--- config.mk ---
export PLATFORM = sky130hd
export DESIGN_NAME = decoder_3x8_pend
export DESIGN_NICKNAME = d
export VERILOG_FILES = /design/src/rtl/dec_pkg.sv /design/src/rtl/decoder_3x8.sv /design/src/rtl/decoder_3x8_pend.sv
export SDC_FILE = /design/constraint.sdc
export NUM_CORES = 1
export LEC_CHECK = 0
export CAP_MARGIN = 5
export CORE_MARGIN = 5
export CORE_UTILIZATION = 39
export DETAILED_ROUTE_END_ITERATION = 7
export PLACE_DENSITY_LB_ADDON = 0.25
export SYNTH_ARGS = -nofsm -noshare
export SYNTH_HDL_FRONTEND = slang
export SYNTH_HIERARCHICAL = 1
export SYNTH_SLANG_ARGS = --single-unit
--- constraint.sdc ---
create_clock -name clk -period 2 [get_ports clk]
set_input_delay 0.3 -clock clk [delete_from_list [all_inputs] [get_ports clk]]
set_output_delay 0.3 -clock clk [all_outputs]
set_load 0.02 [all_outputs]
--- src/rtl/dec_pkg.sv ---
// Shared widths, the one-hot event type and the all-pending mask for the
// 3-to-8 event decoder path.
package dec_pkg;

  localparam int N_IN  = 3;
  localparam int N_OUT = 1 << N_IN;

  typedef logic [N_OUT-1:0] onehot_t;

  localparam onehot_t FULL_MASK = {N_OUT{1'b1}};

endpackage

--- src/rtl/decoder_3x8.sv ---
// Purely combinational 3-to-8 decoder with enable; a disabled decoder
// outputs all zeros so its result can be OR-ed straight into state.
module decoder_3x8
  import dec_pkg::*;
(
  input  logic [N_IN-1:0] code,
  input  logic            en,
  output onehot_t         onehot
);

  // Decode the code into a single set bit, or nothing when disabled.
  always_comb begin
    onehot = {N_OUT{1'b0}};
    if (en) begin
      case (code)
        3'd0:    onehot = 8'h01;
        3'd1:    onehot = 8'h02;
        3'd2:    onehot = 8'h04;
        3'd3:    onehot = 8'h08;
        3'd4:    onehot = 8'h10;
        3'd5:    onehot = 8'h20;
        3'd6:    onehot = 8'h40;
        3'd7:    onehot = 8'h80;
        default: onehot = {N_OUT{1'b0}};
      endcase
    end else begin
      onehot = {N_OUT{1'b0}};
    end
  end

endmodule

--- src/rtl/decoder_3x8_pend.sv ---
// Event reconstruction stage: registered one-hot pulse plus sticky pending
// and overflow bits. Define DEC_EVT_CNT_EN to add the saturating event counter.
module decoder_3x8_pend
  import dec_pkg::*;
#(
  parameter int CNT_W = 4
) (
  input  logic             clk,
  input  logic             rst_n,
  input  logic [N_IN-1:0]  code_in,
  input  logic             code_vld,
  output logic             code_rdy,
  output logic [N_OUT-1:0] onehot_out,
  output logic             onehot_vld,
  output logic [N_OUT-1:0] pend,
  input  logic [N_OUT-1:0] clr,
  output logic             ovf,
  input  logic             ovf_clr,
  output logic [CNT_W-1:0] evt_cnt
);

  onehot_t pend_q, pend_d;
  onehot_t onehot_q, onehot_d;
  logic    onehot_vld_q, onehot_vld_d;
  logic    ovf_q, ovf_d;
  logic    acc_s;
  onehot_t set_s;
  logic    ovf_set_s;

  // Full pending register stalls the producer instead of losing events.
  assign code_rdy = ~(&pend_q);
  assign acc_s    = code_vld & code_rdy;

  decoder_3x8 u_dec (
    .code   (code_in),
    .en     (acc_s),
    .onehot (set_s)
  );

  // Next-state: set wins over clear on pend, and set wins over ovf_clr.
  always_comb begin
    pend_d       = (pend_q & ~clr) | set_s;
    onehot_d     = set_s;
    onehot_vld_d = acc_s;
    ovf_set_s    = |(set_s & pend_q & ~clr);
    if (ovf_set_s) begin
      ovf_d = 1'b1;
    end else if (ovf_clr) begin
      ovf_d = 1'b0;
    end else begin
      ovf_d = ovf_q;
    end
  end

  // State registers.
  always_ff @(posedge clk or negedge rst_n) begin
    if (!rst_n) begin
      pend_q       <= {N_OUT{1'b0}};
      onehot_q     <= {N_OUT{1'b0}};
      onehot_vld_q <= 1'b0;
      ovf_q        <= 1'b0;
    end else begin
      pend_q       <= pend_d;
      onehot_q     <= onehot_d;
      onehot_vld_q <= onehot_vld_d;
      ovf_q        <= ovf_d;
    end
  end

  assign pend       = pend_q;
  assign onehot_out = onehot_q;
  assign onehot_vld = onehot_vld_q;
  assign ovf        = ovf_q;

`ifdef DEC_EVT_CNT_EN
  logic [CNT_W-1:0] cnt_q, cnt_d;

  // Saturating count of accepted events.
  always_comb begin
    if (acc_s && (cnt_q != {CNT_W{1'b1}})) begin
      cnt_d = cnt_q + {{(CNT_W-1){1'b0}}, 1'b1};
    end else begin
      cnt_d = cnt_q;
    end
  end

  // Counter register, cleared only by reset.
  always_ff @(posedge clk or negedge rst_n) begin
    if (!rst_n) begin
      cnt_q <= {CNT_W{1'b0}};
    end else begin
      cnt_q <= cnt_d;
    end
  end

  assign evt_cnt = cnt_q;
`else
  assign evt_cnt = {CNT_W{1'b0}};
`endif

endmodule

== Yosys cells after proc, flatten, opt, wreduce, memory -nomap -nowiden ==
Memory sizes are Yosys's and may differ from the RTL's.
Index checks and enable logic that the tools add are counted.

* Output and inout bits: 23
* Word-level logic and storage cells: 18
* Register bits after elaboration: 18
* ROM bits: 64
* Input bits: 15
* Memories kept: 1

{| class="wikitable"
|+ Memory list
! memory !! words !! width !! rd ports !! clocked after memory_dff !! wr ports !! line !! text
|-
| (no name shown) || 8 || 8 || 1 || 0 || 0 || decoder_3x8.sv:15 || <nowiki>case (code)</nowiki>
|}

* Reduce and logical (&&, ||, !) cells: 3
* Bitwise logic cells: 7
* Muxes and demuxes: 3

{| class="wikitable"
|+ Operators with widths
! kind !! number
|-
| AND 8 bit || 3
|-
| two-way mux 8 bit || 1
|-
| NOT 8 bit || 1
|-
| bitwise OR 8 bit || 1
|-
| AND reduction 8 bit || 1
|-
| OR reduction 8 bit || 1
|-
| two-way mux 1 bit || 2
|-
| nonzero test 2 bit || 1
|-
| AND 1 bit || 1
|-
| NOT 1 bit || 1
|}

== Longest topological paths before layout ==
Gate-level depths: netlist of run 1.

* Depth in word-level cells: 8
* Gate-level depth with buffers: 7
* Gate-level depth less buffers: 7

== By module ==
The synthesis of run 1 kept the hierarchy.

{| class="wikitable"
|+ By module, submodules not included
! module !! area each (um2) !! cells each !! times used !! sequential area each (um2)
|-
| decoder_3x8_pend || 678.2 || 54 || 1 || 450.4
|-
| decoder_3x8 || 95.1 || 8 || 1 || 0.0
|}

== Least setup slack after synthesis of run 1 ==
OpenSTA, ideal clock, no wires.

* Kind: reg-to-reg
* Start point: reg pend_q[7], in the netlist pend[7]
* End point: reg ovf_q, in the netlist ovf
* Setup slack: 0.149 ns
* Arrival time: 1.716 ns
* Setup time: 0.134 ns
* Period minus slack after synthesis: 1.851 ns
* Path buffers: 0
* Required time: 1.866 ns
* Cell stages (with the launch flop): 8
* Cell sequence: dfrtp_1 -> nand4_1 -> or2_1 -> and2_1 -> and4b_2 -> nand3b_1 -> and4_1 -> nand4_1

* Longest elaborated chain between the ends: 8
* Elaborated cells on any way between the ends: 9
* Those cells by class: 2 x mux; 4 x bitwise; 3 x reduce/logical

{| class="wikitable"
|+ Ends and longest elaborated chain
! what !! line !! text
|-
| start, declared || decoder_3x8_pend.sv:22 || <nowiki>onehot_t pend_q, pend_d;</nowiki>
|-
| start signal, assigned || decoder_3x8_pend.sv:58 || <nowiki>pend_q <= {N_OUT{1'b0}};</nowiki>
|-
| start signal, assigned || decoder_3x8_pend.sv:63 || <nowiki>pend_q <= pend_d;</nowiki>
|-
| AND reduction 8 bit * || decoder_3x8_pend.sv:31 || <nowiki>assign code_rdy = ~(&pend_q);</nowiki>
|-
| NOT 1 bit * || decoder_3x8_pend.sv:31 ||
|-
| net code_rdy || decoder_3x8_pend.sv:12 || <nowiki>output logic code_rdy,</nowiki>
|-
| AND 1 bit * || decoder_3x8_pend.sv:32 || <nowiki>assign acc_s = code_vld & code_rdy;</nowiki>
|-
| net acc_s || decoder_3x8_pend.sv:26 || <nowiki>logic acc_s;</nowiki>
|-
| two-way mux 8 bit * || decoder_3x8.sv:14 || <nowiki>if (en) begin</nowiki>
|-
| net onehot_d[5] || decoder_3x8_pend.sv:23 || <nowiki>onehot_t onehot_q, onehot_d;</nowiki>
|-
| AND 8 bit * (2 in series) || decoder_3x8_pend.sv:45 || <nowiki>ovf_set_s = |(set_s & pend_q & ~clr);</nowiki>
|-
| OR reduction 8 bit * || decoder_3x8_pend.sv:45 ||
|-
| two-way mux 1 bit or nonzero test 2 bit (tied branches) || -- ||
|-
| end signal, assigned || decoder_3x8_pend.sv:66 || <nowiki>ovf_q <= ovf_d;</nowiki>
|-
| end, declared || decoder_3x8_pend.sv:25 || <nowiki>logic ovf_q, ovf_d;</nowiki>
|}

Mark *: on every way through the listed nets, which the timed path passes. The rest lies on a longest branch.
A chain may end at the register's enable or synchronous reset.

== Worst setup path after layout of run 1 ==
* Start point: reg pend_q[6], in the netlist pend[6]
* End point: out code_rdy

* Longest elaborated chain between the ends: 2

{| class="wikitable"
|+ Ends and longest elaborated chain
! what !! line
|-
| AND reduction 8 bit || decoder_3x8_pend.sv:31
|-
| NOT 1 bit || decoder_3x8_pend.sv:31
|-
| end, declared || decoder_3x8_pend.sv:12
|}

No other way between the ends.

==> results.yml, run 1 <==
clocking:
  tritoncts: "done"
  ctsHoldBuffers: 0
  cts_buffers: 3
  htree_levels: 1
  clock_latency_ns: 0.28
  cts_sinks: 18
  root_buffer: "clkbuf_4"
  clkTransAtPathRegs_ns: 0.09
  clock_path_buffers: 2
  cts_resized: 0
  post-cts-setup-buffers: 0
worst_setup_path:
  worstPathCellList: "nand4_1 -> or2_1 -> clkdlybuf4s50_1"
  worstPathRequired_ns: 1.70
  cp_max_fo: 4
  r2r_end: "ovf$_DFFE_PN0P_"
  cp.arrival_ns: 1.59
  worstSetupEndpointType: "output pin"
  reg2reg_setup_slack_ns: 0.22
  cpPeakStageDelay_ns: 0.55
  start_kind: "flop"
  worstSetupStartpoint: "pend[6]$_DFF_PN0_"
  reg2regPathDepth: 7
  path_class: "flop to output pin"
  worstReg2RegStart: "pend[6]$_DFF_PN0_"
  critPathSlowestCell: "clkdlybuf4s50_1"
global_routing:
  grt_pass1_wl_um: 2760
  grt_usage: 0.131
  antenna_found_initial: 0
  grt_pass1_vias: 638
  grt_max_degree: 19
  grt-ovfl-total: 0
yosys:
  yosysWarnings: 6
  avgSynthCellArea_sq_um: 12.5
  yosysSeqAreaShare: 0.583
  synthCells: 62
  ys_ff_latch: 18
  syn-cell-area_sq_um: 773
  synthDistinctLibCells: 21
floorplanning:
  ios: 38
  core-area_sq_um: 1920
  die_h_um: 54.5
  initial_core_util: 0.402
  die_w_um: 54.5
  num_rows: 16
  die_area_sq_um: 2970
detailed_routing:
  wire_per_inst_um: 13.4
  num_vias: 592
  ant_nets: 0
  viasPerCell: 4.74
  wl_um: 1680
  drc: 0
  initialDrtViolationCount: 5
  firstDrtPassIters: 4
power_and_ir_drop:
  power_leakage_uw: 0.000586
  power_density_nw_per_um2: 595
  vdd_ir_drop_max_mv: 0.341
status:
  status: "complete, no violations"
worst_hold_path:
  hold_path.class: "input port to asynchronous set/reset pin"
layout:
  area_delta_synth_final_pct: 48.5
  drive_above_1_share: 0.102
  nets: 115
  diodes: 0
sta:
  drv_slew: 0
  finalSetupViolCount: 0
  final.setup.tns_ns: 0
  grt_setup_unrepaired: "no"
  holdWs_ns: 0.339
  timing.fmax_mhz: 530
  fin_crit_sh: 0.944
  finalCriticalPeriod_ns: 1.89
  hold_violations: 0
  clock-skew-final_ns: 0.00425
placement:
  dpl.hpwl_um: 1280
  port_buffers: 33
  gp_congestion: 0.765
run:
  drv_cap: 0
==> state kept, by name, summed over array words and instances (netlist names) <==
register,flops
pend,8
onehot_out,8
onehot_vld,1
ovf,1
==> layout make-up <==
| type | instances | area (sq um) |
|---|---|---|
| Fill cell | 168 | 773 |
| Inverter | 9 | 33.8 |
| Clock buffer | 3 | 22.5 |
| Tap cell | 27 | 33.8 |
| Sequential cell | 18 | 450 |
| Multi-Input combinational cell | 34 | 270 |
| Timing Repair Buffer | 34 | 338 |
==> cell usage after synthesis <==
cell type,n,area [sq um]
a21o_1,7,52.6
a21o_2,1,8.76
a31oi_1,1,6.26
a32oi_1,1,8.76
and2_1,1,6.26
and3b_1,1,8.76
and4_1,1,8.76
and4_2,1,10.0
and4b_1,1,10.0
and4b_2,2,22.5
and4bb_1,2,25.0
and4bb_2,1,12.5
buf_4,4,30.0
conb_1,1,3.75
dfrtp_1,18,450
inv_1,9,33.8
nand3_1,1,5.00
nand3b_1,4,30.0
nand4_1,3,18.8
nor4b_2,1,15.0
or2_1,1,6.26
==> worst max-delay path by stage <==
stage,to,slack [ns]
after floorplan,ovf$_DFFE_PN0P_,0.15
after global placement,ovf$_DFFE_PN0P_,0.25
after detailed placement,ovf$_DFFE_PN0P_,0.23
after CTS,code_rdy,0.08
after global routing,code_rdy,0.03
final,code_rdy,0.11
==> logic make-up (layout without fill, tap and decap cells) <==
kind of cell / after synthesis / after routing / share of synthesized area
flip-flops: 18 / 18 / 0.583
buffers and inverters: 13 / 46 / 0.0825
AO/OA/AOI/OAI: 10 / 10 / 0.0987
AND/OR/NAND/NOR: 20 / 20 / 0.231
other: 1 / 4 / 0.00485
==> metal layers <==
| layer | up-vias | wire (um) | global-route usage |
|---|---|---|---|
| met2 | 21 | 785 | 0.195 |
| met1 | 280 | 767 | 0.174 |
| met5 | - | 0 | 0 |
| li1 | 289 | - | - |
| met3 | 2 | 109 | 0.0272 |
| met4 | 0 | 12 | 0.0747 |
==> critical path: cells and delay by family (launching register included) <==
| family | cells | cell delay, ns |
|---|---|---|
| buffers and inverters | 1 | 0.55 |
| DFF | 1 | 0.41 |
| and+or+nand+nor | 2 | 0.35 |
==> per-stage QoR <==
step	instance area (sq um)	total power, uW	std cells	setup WS (ns)	util
5_1_grt	1150	723	125	0.0264	0.598
4_1_cts	1150	696	125	0.0835	0.598
3_3_place_gp	1130	522	122	0.246	0.586
2_1_floorplan	785	451	65	0.149	-
6_report	1150	684	125	0.112	0.598
3_5_place_dp	1130	523	122	0.226	0.586
==> layout by cell type (no fill, tap or decap) <==
master	netlist	final
a21o_1	7	7
a21o_2	1	1
a31oi_1	1	1
a32oi_1	1	1
and2_1	1	1
and3b_1	1	1
and4_1	1	1
and4_2	1	1
and4b_1	1	1
and4b_2	2	2
and4bb_1	2	2
and4bb_2	1	1
buf_4	4	1
clkbuf_4	0	3
clkdlybuf4s50_1	0	33
conb_1	1	4
dfrtp_1	18	18
inv_1	9	9
nand3_1	1	1
nand3b_1	4	4
nand4_1	3	3
nor4b_2	1	1
or2_1	1	1
==> power breakdown <==
part	switching [uW]	internal (uW)	leakage (uW)
clock	98.8	69.8	0.0000138
combinational	59.2	65.3	0.000329
sequential	12.0	379	0.000243
Note: power is estimated with default switching activity, not from simulation.
==> inputs of run 2 (changes only) <==
--- a/config.mk
+++ b/config.mk
@@ -7,7 +7,7 @@
 export LEC_CHECK = 0
 export CAP_MARGIN = 5
 export CORE_MARGIN = 5
-export CORE_UTILIZATION = 39
+export CORE_UTILIZATION = 42
 export DETAILED_ROUTE_END_ITERATION = 7
 export PLACE_DENSITY_LB_ADDON = 0.25
 export SYNTH_ARGS = -nofsm -noshare
==> constraint.sdc (replaced) <==
create_clock -name clk -period 2.2 [get_ports clk]
set_input_delay 0.33 -clock clk [delete_from_list [all_inputs] [get_ports clk]]
set_output_delay 0.33 -clock clk [all_outputs]
set_load 0.02 [all_outputs]
==> results.yml, run 2 (synthesis gave the netlist of run 1 again) <==
status:
  status: "complete, no violations"
power_and_ir_drop:
  power_leakage_uw: 0.000593
  power_density_nw_per_um2: 572
  intPower_uw: 504
  power.share.clock: 0.293
  power_frac_seq: 0.535
  vdd_ir_drop_max_mv: 0.415
  switchingPower_uw: 159
  switching_share: 0.240
  comb_power_share: 0.172
global_routing:
  grt_pass1_vias: 648
  grt_usage: 0.149
  grt_max_degree: 19
  grt_pass1_wl_um: 2950
  antenna_found_initial: 0
  grt-ovfl-total: 0
layout:
  area_delta_synth_final_pct: 50.0
  drive_above_1_share: 0.111
  diodes: 0
  final_common_cell: "clkdlybuf4s50_1"
  nets: 115
  stdcell_area_sq_um: 1160
  mostFrequentLayoutCells: "clkdlybuf4s50_1, dfrtp_1, inv_1"
  fillCellCount: 144
clocking:
  clkTransAtPathRegs_ns: 0.09
  cts_buffers: 3
  cts_sinks: 18
  post-cts-setup-buffers: 0
  clock_latency_ns: 0.28
  tritoncts: "done"
  root_buffer: "clkbuf_4"
  ctsHoldBuffers: 0
  clock_path_buffers: 2
  cts_resized: 0
  htree_levels: 1
worst_hold_path:
  hold_path.class: "input port to asynchronous set/reset pin"
placement:
  port_buffers: 33
  dpl_cell_area_sq_um: 1120
  gp_congestion: 0.767
  post-place-ws_ns: 0.377
  dpl.hpwl_um: 1470
floorplanning:
  num_rows: 15
  die_w_um: 52.9
  die_h_um: 52.9
  die_area_sq_um: 2800
  initial_core_util: 0.443
  ios: 38
  core-area_sq_um: 1750
worst_setup_path:
  reg2reg_setup_slack_ns: 0.38
  start_kind: "flop"
  worstPathRequired_ns: 1.87
  cp.arrival_ns: 1.61
  r2r_end: "ovf$_DFFE_PN0P_"
  cp_max_fo: 4
  worstSetupEndpointType: "output pin"
  path_class: "flop to output pin"
  reg2regPathDepth: 7
  critPathCapture: "code_rdy"
  worstReg2RegStart: "pend[6]$_DFF_PN0_"
  worstSetupStartpoint: "pend[6]$_DFF_PN0_"
sta:
  finalSetupViolCount: 0
  fin_ws_ns: 0.261
  finalCriticalPeriod_ns: 1.94
  hold_violations: 0
  drv_slew: 0
  grt_setup_unrepaired: "no"
  timing.fmax_mhz: 516
  clock-skew-final_ns: 0.00191
  final.setup.tns_ns: 0
  fin_crit_sh: 0.881
run:
  drv_cap: 0
detailed_routing:
  ant_nets: 0
  num_vias: 604
  drc: 0
  wire_per_inst_um: 14.8
  viasPerCell: 4.87
  initialDrtViolationCount: 3
  firstDrtPassIters: 4
  wl_um: 1830
-- run 2: changes by cell type in the layout (fill, tap and decap cells not counted), sizes merged --
cell / before / now
clkbuf: 3 / 4
-- run 2: worst max-delay path: stages (launching register included) --
cell	delay [ns]
dfrtp_1	0.41
nand4_1	0.12
or2_1	0.25
clkdlybuf4s50_1	0.55
-- run 2: cell type report --
cell class / count / area (sq um) / area share
Tap cell: 25 / 31.3 / 0.0270
Sequential cell: 18 / 450 / 0.388
Timing Repair Buffer: 34 / 338 / 0.291
Clock buffer: 4 / 36.3 / 0.0313
Inverter: 9 / 33.8 / 0.0291
Multi-Input combinational cell: 34 / 270 / 0.233
-- run 2: power by group through the flow --
| stage | combinational (uW) | clock (uW) | sequential, uW |
|---|---|---|---|
| finish | 114 | 194 | 355 |
| global route | 122 | 216 | 358 |
| CTS | 116 | 208 | 355 |
| detailed placement | 115 | 0 | 362 |
| global placement | 112 | 0 | 361 |
| floorplan | 32.3 | 0 | 378 |
-- run 2: worst min path at each step --
stage,endpoint,slack (ns),cells past startpoint
3_3_place_gp,ovf$_DFFE_PN0P_,0.48,2
2_1_floorplan,onehot_out[0]$_DFF_PN0_,0.03,0
4_1_cts,ovf$_DFFE_PN0P_,0.35,2
6_report,onehot_out[1]$_DFF_PN0_,0.36,2
5_1_grt,pend[5]$_DFF_PN0_,0.38,2
3_5_place_dp,ovf$_DFFE_PN0P_,0.52,2
-- run 2: per-stage QoR --
step           utilization  power (uW)  cells  hold WS, ns
2_1_floorplan            -         410     65       0.0344
3_3_place_gp         0.644         474    120        0.485
3_5_place_dp         0.644         477    120        0.516
4_1_cts              0.665         679    124        0.353
5_1_grt              0.665         696    124        0.375
6_report             0.665         664    124        0.360
-- run 2: metal layers --
| metal | up-vias | wire length (um) | global-route usage |
|---|---|---|---|
| li1 | 285 | - | - |
| met1 | 290 | 750 | 0.172 |
| met2 | 27 | 902 | 0.258 |
| met3 | 2 | 162 | 0.0366 |
| met4 | 0 | 14 | 0.0638 |
| met5 | - | 0 | 0 |
==> inputs of run 3 (changes only) <==
==> constraint.sdc (replaced) <==
create_clock -name clk -period 2.3 [get_ports clk]
set_input_delay 0.345 -clock clk [delete_from_list [all_inputs] [get_ports clk]]
set_output_delay 0.345 -clock clk [all_outputs]
set_load 0.02 [all_outputs]
==> results.yml, run 3 (synthesis gave the netlist of run 1 again) <==
sta:
  clock-skew-final_ns: 0.00201
  fin_crit_sh: 0.839
  timing.fmax_mhz: 518
  maxSlewHeadroom: 0.490
  tightestPinTransition_ns: 0.763
  finalCriticalPeriod_ns: 1.93
  grt_setup_unrepaired: "no"
  holdWs_ns: 0.506
  hold_violations: 0
  drv_slew: 0
  final.setup.tns_ns: 0
  finalSetupViolCount: 0
clocking:
  tritoncts: "done"
  ctsHoldBuffers: 0
  post-cts-setup-buffers: 0
  htree_levels: 1
  clock_latency_ns: 0.28
  cts_sinks: 18
  clock_path_buffers: 2
  clkTransAtPathRegs_ns: 0.10
  cts_resized: 0
  root_buffer: "clkbuf_4"
  cts_buffers: 3
global_routing:
  grt_max_degree: 19
  antenna_found_initial: 0
  grt_pass1_wl_um: 2900
  grt_usage: 0.144
  grt-ovfl-total: 0
  grt_pass1_vias: 633
layout:
  mostFrequentLayoutCells: "clkdlybuf4s50_1, dfrtp_1, inv_1"
  multi_input_area_sq_um: 270
  area_delta_synth_final_pct: 49.0
  final_common_cell: "clkdlybuf4s50_1"
  fillCellCount: 159
  drive_above_1_share: 0.102
  nets: 114
  diodes: 0
  register_area_sq_um: 450
  stdcell_area_sq_um: 1150
detailed_routing:
  initialDrtViolationCount: 5
  drc: 0
  wl_um: 1720
  num_vias: 593
  wire_per_inst_um: 14.0
  firstDrtPassIters: 3
  ant_nets: 0
  viasPerCell: 4.82
floorplanning:
  core-area_sq_um: 1750
  num_rows: 15
  ios: 38
  die_w_um: 52.9
  die_h_um: 52.9
  die_area_sq_um: 2800
  initial_core_util: 0.443
worst_setup_path:
  reg2regPathDepth: 7
  path_class: "flop to output pin"
  cp.arrival_ns: 1.58
  cp_max_fo: 4
  start_kind: "flop"
  worstSetupStartpoint: "pend[7]$_DFF_PN0_"
  worstPathCellList: "nand4_1 -> or2_1 -> clkdlybuf4s50_1"
  cpPeakStageDelay_ns: 0.54
  worstReg2RegStart: "pend[7]$_DFF_PN0_"
  critPathSlowestCell: "clkdlybuf4s50_1"
  reg2reg_setup_slack_ns: 0.50
  worstPathRequired_ns: 1.96
  worstSetupEndpointType: "output pin"
status:
  status: "complete, no violations"
placement:
  gp_congestion: 0.751
  dpl_cell_area_sq_um: 1120
  port_buffers: 33
  dpl.hpwl_um: 1340
worst_hold_path:
  hold_path.class: "input port to asynchronous set/reset pin"
power_and_ir_drop:
  vdd_ir_drop_max_mv: 0.460
  power_leakage_uw: 0.000588
  power_density_nw_per_um2: 547
run:
  drv_cap: 0
==> run 3: per-stage QoR <==
stage | std cells | worst slack, ns | power (uW) | utilization
2_1_floorplan | 65 | 0.449 | 392 | -
6_report | 123 | 0.371 | 631 | 0.660
5_1_grt | 123 | 0.268 | 670 | 0.660
3_5_place_dp | 119 | 0.484 | 453 | 0.639
4_1_cts | 123 | 0.356 | 640 | 0.660
3_3_place_gp | 119 | 0.514 | 452 | 0.639
==> run 3: report_power, final <==
group / switching [uW] / internal, uW
sequential: 10.4 / 329
combinational: 51.4 / 55.7
clock: 87.6 / 96.1
==> run 3: path summary, 6_finish.rpt <==
| check | to |
|---|---|
| worst max-delay path | code_rdy |
| worst max register to register | ovf$_DFFE_PN0P_ |
| worst min-delay path | onehot_out[1]$_DFF_PN0_ |
| min in group clk | ovf$_DFFE_PN0P_ |
| worst min register to register | ovf$_DFFE_PN0P_ |
| max in group asynchronous | pend[3]$_DFF_PN0_ |
==> run 3: routing by layer <==
layer | share of wire | track usage | routed length (um) | up-vias
met5 | 0 | 0 | 0 | -
met4 | 0.0081 | 0.0511 | 14 | 0
met3 | 0.086 | 0.0338 | 148 | 2
met2 | 0.47 | 0.242 | 805 | 25
met1 | 0.44 | 0.178 | 750 | 283
li1 | - | - | - | 283
==> run 3: layout make-up <==
cell class,count,share of cell area
multi-input combinational,34,0.235
tap,25,0.0271
clock buffer,4,0.0315
timing repair buffer,33,0.287
inverter,9,0.0293
sequential,18,0.391
==> run 3: critical path: cells and delay by family, from the launching register on <==
| family | cells | cell delay (ns) |
|---|---|---|
| AND/OR/NAND/NOR | 2 | 0.36 |
| flip-flops | 1 | 0.41 |
| buffers and inverters | 1 | 0.54 |
